--- config.mk ---
export PLATFORM = sky130hd
export DESIGN_NAME = cc_mux_scan_controller
export DESIGN_NICKNAME = d
export VERILOG_FILES = /design/src/rtl/cc_mux_scan_controller.sv
export SDC_FILE = /design/constraint.sdc
export NUM_CORES = 1
export LEC_CHECK = 0
export CAP_MARGIN = 40
export CORE_AREA = 2 2 66 93
export DETAILED_ROUTE_END_ITERATION = 8
export DIE_AREA = 0 0 68 95
export GPL_ROUTABILITY_DRIVEN = 0
export MAX_ROUTING_LAYER = met4
export PLACE_DENSITY = 0.82
export REMOVE_ABC_BUFFERS = 1
export SYNTH_ARGS = -nofsm -noshare
export SYNTH_HDL_FRONTEND = slang
export SYNTH_SLANG_ARGS = --single-unit
--- constraint.sdc ---
create_clock -name CC_MUXSCAN_CLOCK_50 -period 3 [get_ports CC_MUXSCAN_CLOCK_50]
set_clock_uncertainty 0.1 [all_clocks]
set_input_delay 0.45 -clock CC_MUXSCAN_CLOCK_50 [delete_from_list [all_inputs] [get_ports CC_MUXSCAN_CLOCK_50]]
set_output_delay 0.45 -clock CC_MUXSCAN_CLOCK_50 [all_outputs]
set_load 0.02 [all_outputs]
--- src/rtl/cc_mux_scan_controller.sv ---
// Round-robin scan controller for an 8-channel datapath mux: selects enabled
// channels in index order, waits a settle window, then offers each captured word.
module cc_mux_scan_controller #(
  parameter int DATAWIDTH_MUX_SELECTION = 4,
  parameter int DATAWIDTH_BUS           = 32,
  parameter int SETTLE_CYCLES           = 1
) (
  input  logic                               CC_MUXSCAN_CLOCK_50,
  input  logic                               CC_MUXSCAN_RESET_InHigh,
  input  logic                               CC_MUXSCAN_enable_In,
  input  logic [7:0]                         CC_MUXSCAN_channelMask_InBUS,
  input  logic [DATAWIDTH_BUS-1:0]           CC_MUXSCAN_muxData_InBUS,
  input  logic                               CC_MUXSCAN_ready_In,
  output logic [DATAWIDTH_MUX_SELECTION-1:0] CC_MUXSCAN_selection_OutBUS,
  output logic [DATAWIDTH_BUS-1:0]           CC_MUXSCAN_data_OutBUS,
  output logic [2:0]                         CC_MUXSCAN_channel_OutBUS,
  output logic                               CC_MUXSCAN_valid_Out,
  output logic                               CC_MUXSCAN_frameDone_Out
);

  typedef enum logic [1:0] {
    IDLE   = 2'd0,
    SETTLE = 2'd1,
    OFFER  = 2'd2
  } state_t;

  localparam logic [3:0] SETTLE_LAST = 4'(SETTLE_CYCLES - 1);

  state_t                             state, state_next;
  logic [DATAWIDTH_MUX_SELECTION-1:0] selection, selection_next;
  logic [DATAWIDTH_BUS-1:0]           data, data_next;
  logic [2:0]                         channel, channel_next;
  logic                               valid, valid_next;
  logic                               frame_done, frame_done_next;
  logic [2:0]                         pointer, pointer_next;
  logic [3:0]                         counter, counter_next;

  logic [2:0] current;
  logic [2:0] pointer_after;
  logic       scan_go;

  // Lowest enabled index >= ptr, wrapping to the lowest enabled index overall.
  function automatic logic [2:0] next_channel(input logic [7:0] mask, input logic [2:0] ptr);
    logic [2:0] res;
    logic       found;
    res   = 3'd0;
    found = 1'b0;
    for (int i = 7; i >= 0; i--) begin
      if (mask[i] && (3'(i) >= ptr)) begin
        res   = 3'(i);
        found = 1'b1;
      end
    end
    if (!found) begin
      for (int i = 7; i >= 0; i--) begin
        if (mask[i]) begin
          res = 3'(i);
        end
      end
    end
    return res;
  endfunction

  function automatic logic any_above(input logic [7:0] mask, input logic [2:0] idx);
    logic r;
    r = 1'b0;
    for (int i = 0; i < 8; i++) begin
      if (mask[i] && (3'(i) > idx)) begin
        r = 1'b1;
      end
    end
    return r;
  endfunction

  function automatic logic [DATAWIDTH_MUX_SELECTION-1:0] sel_of(input logic [2:0] idx);
    return {{(DATAWIDTH_MUX_SELECTION-3){1'b0}}, idx};
  endfunction

  // The selected channel is always the low bits of the selection register.
  assign current       = selection[2:0];
  assign pointer_after = current + 3'd1;
  assign scan_go       = CC_MUXSCAN_enable_In && (CC_MUXSCAN_channelMask_InBUS != 8'd0);

  // Next-state and next-output logic.
  always_comb begin
    state_next      = state;
    selection_next  = selection;
    data_next       = data;
    channel_next    = channel;
    valid_next      = valid;
    frame_done_next = 1'b0;
    pointer_next    = pointer;
    counter_next    = counter;
    case (state)
      IDLE: begin
        if (scan_go) begin
          selection_next = sel_of(next_channel(CC_MUXSCAN_channelMask_InBUS, pointer));
          counter_next   = 4'd0;
          state_next     = SETTLE;
        end else begin
          state_next = IDLE;
        end
      end
      SETTLE: begin
        counter_next = counter + 4'd1;
        if (counter == SETTLE_LAST) begin
          data_next    = CC_MUXSCAN_muxData_InBUS;
          channel_next = current;
          valid_next   = 1'b1;
          state_next   = OFFER;
        end else begin
          state_next = SETTLE;
        end
      end
      OFFER: begin
        if (CC_MUXSCAN_ready_In) begin
          valid_next      = 1'b0;
          pointer_next    = pointer_after;
          frame_done_next = ~any_above(CC_MUXSCAN_channelMask_InBUS, current);
          if (scan_go) begin
            selection_next = sel_of(next_channel(CC_MUXSCAN_channelMask_InBUS, pointer_after));
            counter_next   = 4'd0;
            state_next     = SETTLE;
          end else begin
            state_next = IDLE;
          end
        end else begin
          state_next = OFFER;
        end
      end
      default: begin
        state_next     = IDLE;
        selection_next = {DATAWIDTH_MUX_SELECTION{1'b0}};
        valid_next     = 1'b0;
        counter_next   = 4'd0;
      end
    endcase
  end

  // State and output registers; reset wins over any handshake on the same edge.
  always_ff @(posedge CC_MUXSCAN_CLOCK_50) begin
    if (CC_MUXSCAN_RESET_InHigh) begin
      state      <= IDLE;
      selection  <= {DATAWIDTH_MUX_SELECTION{1'b0}};
      data       <= {DATAWIDTH_BUS{1'b0}};
      channel    <= 3'd0;
      valid      <= 1'b0;
      frame_done <= 1'b0;
      pointer    <= 3'd0;
      counter    <= 4'd0;
    end else begin
      state      <= state_next;
      selection  <= selection_next;
      data       <= data_next;
      channel    <= channel_next;
      valid      <= valid_next;
      frame_done <= frame_done_next;
      pointer    <= pointer_next;
      counter    <= counter_next;
    end
  end

  assign CC_MUXSCAN_selection_OutBUS = selection;
  assign CC_MUXSCAN_data_OutBUS      = data;
  assign CC_MUXSCAN_channel_OutBUS   = channel;
  assign CC_MUXSCAN_valid_Out        = valid;
  assign CC_MUXSCAN_frameDone_Out    = frame_done;

endmodule

# Word level (Yosys, flattened, before mapping)
# Cells that the tools add are included.
[op_classes]
addsub = 2
n_eq_ne = 6
mux = 79
n_lt_le_gt_ge = 24
n_reduce_logical = 33
bitwise = 5
[op_table]
columns = ["op", "count"]
rows = [
  ["2-to-1 mux 3 bit", 34],
  ["2-to-1 mux 1 bit", 34],
  ["logical AND 1 bit", 25],
  [">= comparator 3 bit, first input constant", 8],
  ["case mux 4 bit (3 select lines)", 2],
  ["2-to-1 mux 4 bit", 5],
  [">= comparator 1 x 3 -> 1 bit, first input constant", 4],
  [">= comparator 2 x 3 -> 1 bit, first input constant", 4],
  ["greater-than comparator 3 bit, first input constant", 4],
  ["inequality test 2 bit, second input constant", 4],
  ["nonzero test 8 bit", 1],
  ["greater-than comparator 1 x 3 -> 1 bit, first input constant", 2],
  ["greater-than comparator 2 x 3 -> 1 bit, first input constant", 2],
  ["case mux 2 bit (3 select lines)", 1],
  ["inverter 1 bit", 5],
  ["adder 4 x 1 -> 4 bit, second input constant", 1],
  ["zero test 4 bit", 1],
  ["2-to-1 mux 2 bit", 2],
  ["AND reduction 2 bit", 2],
  ["AND reduction 4 bit", 1],
  ["adder 3 x 1 -> 3 bit, second input constant", 1],
  ["case mux 1 bit (3 select lines)", 1],
  ["AND reduction 3 bit", 1],
  ["OR reduction 3 bit", 1],
  ["other kinds (3)", 3],
]
[word_totals]
input_bits = 44
reg_bits = 50

# Logic depth before layout (Yosys ltp)
# Gate-level depths: netlist of run 1.
[depth]
depth_word = 23
ltp_mapped = 10
depth_no_buf = 8

# Least setup slack after synthesis of run 1
# No wires, ideal clock.
[synth_path]
path_type = "flip-flop to flip-flop"
from = "reg selection[0], in the netlist CC_MUXSCAN_selection_OutBUS[0]"
to = "reg selection[0], in the netlist CC_MUXSCAN_selection_OutBUS[0]"
path_stages_with_launch = 11
slack_ps = 222
arrival_time_ps = 2590
setup_time_ps = 88
required_ps = 2812
path_cell_list = "dfxtp_1 > clkbuf_1 > inv_1 > ha_1 > buf_6 > or3b_4 > a21oi_2 > o21ai_2 > nand3b_4 > a221o_1 > a311oi_2"
[synth_via]
elab_chain_len = 23
[synth_rtl]
columns = ["item", "line", "source"]
rows = [
  ["start, declared", "30", "logic [DATAWIDTH_MUX_SELECTION-1:0] selection, selection_next;"],
  ["start signal, assigned", "144", "selection <= {DATAWIDTH_MUX_SELECTION{1'b0}};"],
  ["start signal, assigned", "153", "selection <= selection_next;"],
  ["adder 3 x 1 -> 3 bit *", "81", "assign pointer_after = current + 3'd1;"],
  ["named net pointer_after[0]", "39", "logic [2:0] pointer_after;"],
  [">= comparator 3 bit", "49", "if (mask[i] && (3'(i) >= ptr)) begin"],
  ["logical AND 1 bit", "49", ""],
  ["2-to-1 mux 3 bit (8 in a row)", "49", ""],
  ["2-to-1 mux 3 bit (8 in a row)", "56", "if (mask[i]) begin"],
  ["2-to-1 mux 3 bit *", "54", "if (!found) begin"],
  ["2-to-1 mux 4 bit *", "120", "if (scan_go) begin"],
  ["2-to-1 mux 4 bit *", "116", "if (CC_MUXSCAN_ready_In) begin"],
  ["case mux 4 bit (3 select lines) *", "94", "case (state)"],
]
# The timed path passes the listed nets; every way through them passes the cells marked *. The select of a mux whose other input is x is not followed.
# A chain may end at the register's enable or synchronous reset.

# Worst setup path in the final report of run 1
[layout_path]
from = "reg selection[1], in the netlist CC_MUXSCAN_selection_OutBUS[1]"
to = "reg selection[0], in the netlist CC_MUXSCAN_selection_OutBUS[0]"
# The elaborated chain is that of the path after synthesis.

==> metrics.cfg, run 1 <==
[outcome]
status=complete, no violations

[yosys]
synth_fa_ha_area_frac=0.0411
seq_area_frac_synth=0.402
ys_ff_latch=49
synth_top_area_frac=0.402
async_reset_ff_frac=0
synth_edf_count=0
syn_inst=322
yosysWarnings=0
synth-compound-area-share=0.238
synth_most_common_cell=nand2_1
avgSynthCellArea_um2=7.57
synth_ff_type=dfxtp_1
synth-simple-area-share=0.239
syn-cell-area_um2=2440
synth_mux_area_frac=0.00411
synth-xor-area-share=0.0108
synth_area_leaders=dfxtp_1 (40%), nand2_1 (12%), a21oi_1 (11%)
synth_area_leader_cell=dfxtp_1
synth_top_family_by_area=simple AND/OR/NAND/NOR gates
yosysUniqueCellTypes=55
synth_common_cells=nand2_1 (80), a21oi_1 (54), dfxtp_1 (49), clkbuf_1 (17), nor2_1 (17)

[place]
hpwl_um=4810
placed_cells=462
port_buffers=83
dpl_worst_slack_ns=0.354

[global_routing]
met3_usage=0.0453
grt_pass1_wl_um=10500
antenna_found_initial=0
grt-ovfl-total=0
gr-usage-met1=0.235
grtUsageTotal=0.214
use_met2=0.353
busiest_layer=met2
grt_max_degree=38
grt_pass1_vias=2440

[floorplanning]
coreArea_um2=5700
die_w_um=68
die_y_um=95
ioPinCount=85
rows=33
start_util=0.428
dieArea_um2=6460

[power_and_ir_drop]
finalPower_w=0.00182
vdd_ir_drop_max_v=0.000267
power_leakage_nw=1.28
power_density_nw_per_um2=523

[worst_setup_path]
arrival_ns=2.74
critPathBufInv=3
cp_common_cell=buf_4
cp_max_fo=10
worstSetupStartpointType=flip-flop
slowest_delay_ns=0.55
cp-end-kind=flip-flop
crit_chain=inv_1 > ha_1 > buf_4 > nand4bb_1 > a21oi_1 > buf_4 > nand3b_4 > a221o_1 > a311oi_2
cp_data_required_time_ns=3.11
cp_slowest_cell=dfxtp_1
path_delay_family=compound AO/OA/AOI/OAI gates
path_class=flip-flop to flip-flop

[timing]
hold_viol_final=0
setup_slack_ns=0.367
min_period_over_period=0.878
max_freq_mhz=380
rsz0062_at_grt=no
slew_headroom=0.526
worst_pin_slew_ns=0.708
fin_crit_ns=2.63
final-setup-viol-count=0
setup_tns_ns=0
slew_violations=0

[cts]
cts_resized=0
cts_root_buf=clkbuf_8
clock_tree.htree_level_count=2
cts_buffers=5
clock_path_buffers=2
postCtsHoldBufs=0
cts_tree=yes
postCtsSetupBuffers=0
clock-sinks=49
path_clk_slew_ns=0.09
insertion_delay_ns=0.30

[detailed_routing]
drt_iter0_markers=237
drt_wl_total_um=6650
route.detailed.drc=0
drtAntennaViolNets=0
viasPerCell=5.49
dr_total_vias=2579
routedWlPerCell_um=14.2
drt_first_pass_iters=4

[finish]
insertedDiodeCount=0
nets=451
drive_above_1_share=0.0675
instances_no_fill=470
syn_to_final_growth_pct=42.6

[min_path]
min_path_type=flip-flop to flip-flop

[job]
maxCapViolations=0

## routing by layer
layer	share of wire	wire, um	up-vias
met1	0.39	2630	1146
li1	-	-	1246
met4	0.040	269	0
met3	0.11	712	27
met5	0	0	-
met2	0.46	3050	160
## flip-flops by register name (all words and copies together), names as in the netlist
name and flops:
CC_MUXSCAN_data_OutBUS 32, pointer 3, counter 4, CC_MUXSCAN_valid_Out 1
CC_MUXSCAN_selection_OutBUS 3, CC_MUXSCAN_frameDone_Out 1, CC_MUXSCAN_channel_OutBUS 3, state 2
## final cells by class
type | instances | area (um2)
clock inverter | 3 | 68.8
timing repair buffer | 92 | 911
clock buffer | 5 | 68.8
inverter | 15 | 56.3
sequential | 49 | 981
tap | 70 | 87.6
multi-input combinational | 236 | 1300
fill | 492 | 2220
## worst paths after layout
path	startpoint	endpoint	slack, ns	cells past startpoint
worst min-delay path	CC_MUXSCAN_data_OutBUS[16]	CC_MUXSCAN_data_OutBUS[16]	0.36	2
worst max register to register	CC_MUXSCAN_selection_OutBUS[1]	CC_MUXSCAN_selection_OutBUS[0]	0.37	9
worst min register to register	CC_MUXSCAN_data_OutBUS[16]	CC_MUXSCAN_data_OutBUS[16]	0.36	2
worst max-delay path	CC_MUXSCAN_selection_OutBUS[1]	CC_MUXSCAN_selection_OutBUS[0]	0.37	9
## metrics by stage
stage / utilization / area, um2 / hold WS (ns)
2_1_floorplan: - / 2340 / 0.377
3_3_place_gp: 0.586 / 3340 / 0.341
3_5_place_dp: 0.586 / 3340 / 0.345
4_1_cts: 0.610 / 3480 / 0.358
5_1_grt: 0.610 / 3480 / 0.380
6_report: 0.610 / 3480 / 0.355
## worst min-delay path, cell delays in order, from the launching register on
cell     delay, ns
dfxtp_1       0.32
nand2_1       0.05
a21oi_1       0.05
## cells in the final DEF (no fill, tap or decap), drive strengths merged, types with 3 or more instances in the layout
| cell | Yosys | routed |
|---|---|---|
| clkdlybuf4s50 | 0 | 83 |
| nand2 | 80 | 80 |
| a21oi | 57 | 57 |
| dfxtp | 49 | 49 |
| nor2 | 17 | 17 |
| inv | 15 | 16 |
| buf | 5 | 9 |
| o21ai | 9 | 9 |
| nor3 | 8 | 8 |
| ha | 8 | 8 |
| clkbuf | 17 | 5 |
| o211ai | 3 | 3 |
| nor2b | 3 | 3 |
| and2 | 3 | 3 |
| nand4 | 3 | 3 |
| a211oi | 3 | 3 |
## cell families (layout without fill, tap and decap cells)
kind of cell,Yosys count,in the layout
xor+xnor,3,3
other cells,1,1
fa+ha+maj,8,8
buf+inv,37,115
compound gates,94,94
mux,1,1
flops,49,49
simple gates,129,129
## report_power, final
part	switching [W]	internal [W]
Clock	0.000223	0.000335
Sequential	0.0000434	0.000701
Combinational	0.000276	0.000238
No activity file was read; power rests on OpenSTA's default activity.
==> run 2, diff against run 1 <==
--- a/config.mk
+++ b/config.mk
@@ -6,12 +6,12 @@
 export NUM_CORES = 1
 export LEC_CHECK = 0
 export CAP_MARGIN = 40
-export CORE_AREA = 2 2 66 93
+export CORE_AREA = 2 2 74 104
 export DETAILED_ROUTE_END_ITERATION = 8
-export DIE_AREA = 0 0 68 95
+export DIE_AREA = 0 0 76 106
 export GPL_ROUTABILITY_DRIVEN = 0
 export MAX_ROUTING_LAYER = met4
-export PLACE_DENSITY = 0.82
+export PLACE_DENSITY = 0.68
 export REMOVE_ABC_BUFFERS = 1
 export SYNTH_ARGS = -nofsm -noshare
 export SYNTH_HDL_FRONTEND = slang
==> run 2 against run 1 <==
Combinational power hardly changed. Flip-flop and latch count stayed put. First-iteration DRC count is 44% lower. Core utilization is 13 points lower. Worst hold slack better by 0.0023 ns. Final cell count is 6.2% higher. Total power is 8.6% lower. Clock power is 28% lower. Non-clock buffer count is 2 higher. Global-route usage is 4.7 points lower. Die area is 25% higher. Sequential share of layout area is 0.092 points higher. Critical endpoint is now CC_MUXSCAN_selection_OutBUS[1]. Largest power group unchanged. Highest routed layer unchanged.
==> metrics.cfg, run 2 (same netlist as run 1, synthesis figures left out) <==
[outcome]
status=complete, no violations

[cts]
cts_root_buf=clkbuf_8
postCtsSetupBuffers=0  ; unchanged
insertion_delay_ns=0.31  ; about the same
clock_tree.htree_level_count=2  ; unchanged
clock_path_buffers=2  ; unchanged
path_clk_slew_ns=0.09  ; about the same
cts_resized=0  ; unchanged
cts_tree=yes
cts_buffers=5  ; unchanged
postCtsHoldBufs=0  ; unchanged
clock-sinks=49  ; unchanged

[timing]
setup_tns_ns=0  ; unchanged
slew_headroom=0.495  ; -0.0310
final-setup-viol-count=0  ; unchanged
min_period_over_period=0.861  ; -0.0172
rsz0062_at_grt=no
fin_crit_ns=2.58  ; -0.0516 ns
worst_pin_slew_ns=0.757  ; +0.0487 ns
slew_violations=0  ; unchanged
hold_viol_final=0  ; unchanged
max_freq_mhz=387  ; +2.0%

[detailed_routing]
drt_first_pass_iters=4  ; unchanged
drt_iter0_markers=132  ; -44%
drt_wl_total_um=6660  ; about the same
route.detailed.drc=0  ; unchanged
drtAntennaViolNets=0  ; unchanged
routedWlPerCell_um=13.3  ; -5.7%
viasPerCell=5.05  ; -8.0%
dr_total_vias=2519  ; -2.3%

[power_and_ir_drop]
swShare=0.333  ; +0.0342
p_comb_frac=0.308  ; +0.025
clock_power_share=0.244  ; -0.063
internal-power_w=0.00111  ; -13%
finalPower_w=0.00166  ; -8.6%
power_leakage_nw=1.26  ; -1.7%
power_density_nw_per_um2=479  ; -8.3%
seq_power_share=0.448  ; +0.038
p_switching_w=0.000552  ; +1.9%
vdd_ir_drop_max_v=0.000206  ; -23%

[worst_setup_path]
rr_worst_depth=9  ; unchanged
rr_endpoint=CC_MUXSCAN_selection_OutBUS[1]
arrival_ns=2.64  ; -0.10 ns
worstSetupStartpointType=flip-flop
cp_max_fo=10  ; unchanged
cp_data_required_time_ns=3.06  ; -0.05 ns
critPathBufInv=2  ; -1
path_class=flip-flop to flip-flop
path_delay_family=compound AO/OA/AOI/OAI gates
timing.critical_path.from=CC_MUXSCAN_selection_OutBUS[1]
cp-end-kind=flip-flop
cp_slowest_cell=dfxtp_1
crit-reg2reg-launch=CC_MUXSCAN_selection_OutBUS[1]
reg2reg_slack_ns=0.42  ; +0.05 ns
worst-path-stages=9  ; unchanged
crit_end=CC_MUXSCAN_selection_OutBUS[1]
slowest_delay_ns=0.56  ; about the same
crit_chain=inv_1 > ha_1 > buf_4 > nand4bb_1 > a21oi_1 > a21bo_2 > a2bb2o_1 > a32oi_1 > a211oi_1

[global_routing]
grt_max_degree=43  ; +13%
grt_pass1_wl_um=10800  ; +3.0%
grt-ovfl-total=0  ; unchanged
grt_pass1_vias=2305  ; -5.5%
antenna_found_initial=0  ; unchanged
grtUsageTotal=0.167  ; -0.0474

[floorplanning]
start_util=0.340  ; -0.0881
dieArea_um2=8060  ; +25%
die_w_um=76  ; +12%
ioPinCount=85  ; unchanged
die_y_um=106  ; +12%
rows=37  ; +12%
coreArea_um2=7180  ; +26%

[finish]
nets=453  ; +0.44%
insertedDiodeCount=0  ; unchanged
drive_above_1_share=0.0746  ; +0.00713
nFillCells=723  ; +47%
regArea_um2=981  ; unchanged
multi_input_area_um2=1300  ; unchanged
largest_reg_flops=32  ; unchanged
syn_to_final_growth_pct=42.1
stdcell_area_um2=3460  ; -0.32%
layout_commonest_cell=clkdlybuf4s50_1
layout_common_cells=clkdlybuf4s50_1 (82), nand2_1 (80), a21oi_1 (54)

[min_path]
min_path_type=flip-flop to flip-flop
worstHoldPathCells=2  ; unchanged

[place]
hpwl_um=4860  ; +1.1%
place_area_um2=3370  ; +0.94%
port_buffers=83  ; unchanged

[job]
maxCapViolations=0  ; unchanged

run 2: changes by cell type in the layout (fill, tap and decap cells not counted), sizes merged:
cell and change:
buf +3, clkinvlp +2, clkdlybuf4s50 -1, bufinv -2
run 2: power by group through the flow:
stage	Sequential [W]	Combinational (W)	Clock [W]
after floorplan	0.000809	0.000213	0
after global placement	0.000756	0.000508	0
after detailed placement	0.000759	0.000512	0
after CTS	0.000744	0.000514	0.000422
after global routing	0.000751	0.000558	0.000449
final	0.000744	0.000512	0.000404
run 2: worst min-delay path by stage:
stage,startpoint,endpoint,slack (ns)
after floorplan,state[1],state[1],0.38
after global placement,CC_MUXSCAN_data_OutBUS[31],CC_MUXSCAN_data_OutBUS[31],0.34
after detailed placement,CC_MUXSCAN_data_OutBUS[28],CC_MUXSCAN_data_OutBUS[28],0.35
after CTS,CC_MUXSCAN_data_OutBUS[28],CC_MUXSCAN_data_OutBUS[28],0.36
after global routing,CC_MUXSCAN_data_OutBUS[23],CC_MUXSCAN_data_OutBUS[23],0.38
final,CC_MUXSCAN_data_OutBUS[28],CC_MUXSCAN_data_OutBUS[28],0.36
run 2: layer usage:
metal,track usage,part of all wire
met3,0.0221,0.046
met5,-,0
met1,0.189,0.43
met4,0.104,0.038
met2,0.281,0.48
run 2: area by class of cell:
cell class	count	area share
Inverter	15	0.0163
Clock inverter	3	0.00758
Timing Repair Buffer	94	0.262
Multi-Input combinational cell	236	0.376
Sequential cell	49	0.283
Clock buffer	5	0.0199
Tap cell	97	0.0350
run 2: tightest hold or removal path, stage by stage, from the launching register on:
cell and delay [ns]:
dfxtp_1 0.32, nand2_1 0.05, a21oi_1 0.05
run 2: through the flow:
| stage | util | setup WS, ns | hold slack, ns | cells |
|---|---|---|---|---|
| floorplan | - | 0.317 | 0.377 | 300 |
| global placement | 0.470 | 0.453 | 0.341 | 491 |
| detailed placement | 0.470 | 0.424 | 0.346 | 491 |
| CTS | 0.483 | 0.426 | 0.360 | 499 |
| global route | 0.483 | 0.304 | 0.377 | 499 |
| finish | 0.483 | 0.418 | 0.358 | 499 |
==> run 3, diff against run 2 <==
--- a/config.mk
+++ b/config.mk
@@ -5,6 +5,7 @@
 export SDC_FILE = /design/constraint.sdc
 export NUM_CORES = 1
 export LEC_CHECK = 0
+export ABC_CLOCK_PERIOD_IN_PS = 3000
 export CAP_MARGIN = 40
 export CORE_AREA = 2 2 74 104
 export DETAILED_ROUTE_END_ITERATION = 8
@@ -13,6 +14,7 @@
 export MAX_ROUTING_LAYER = met4
 export PLACE_DENSITY = 0.68
 export REMOVE_ABC_BUFFERS = 1
+export SETUP_SLACK_MARGIN = 0.1
 export SYNTH_ARGS = -nofsm -noshare
 export SYNTH_HDL_FRONTEND = slang
 export SYNTH_SLANG_ARGS = --single-unit
==> results of run 3 <==
Same layout as run 2: the final DEF is identical, and so are final timing and power.
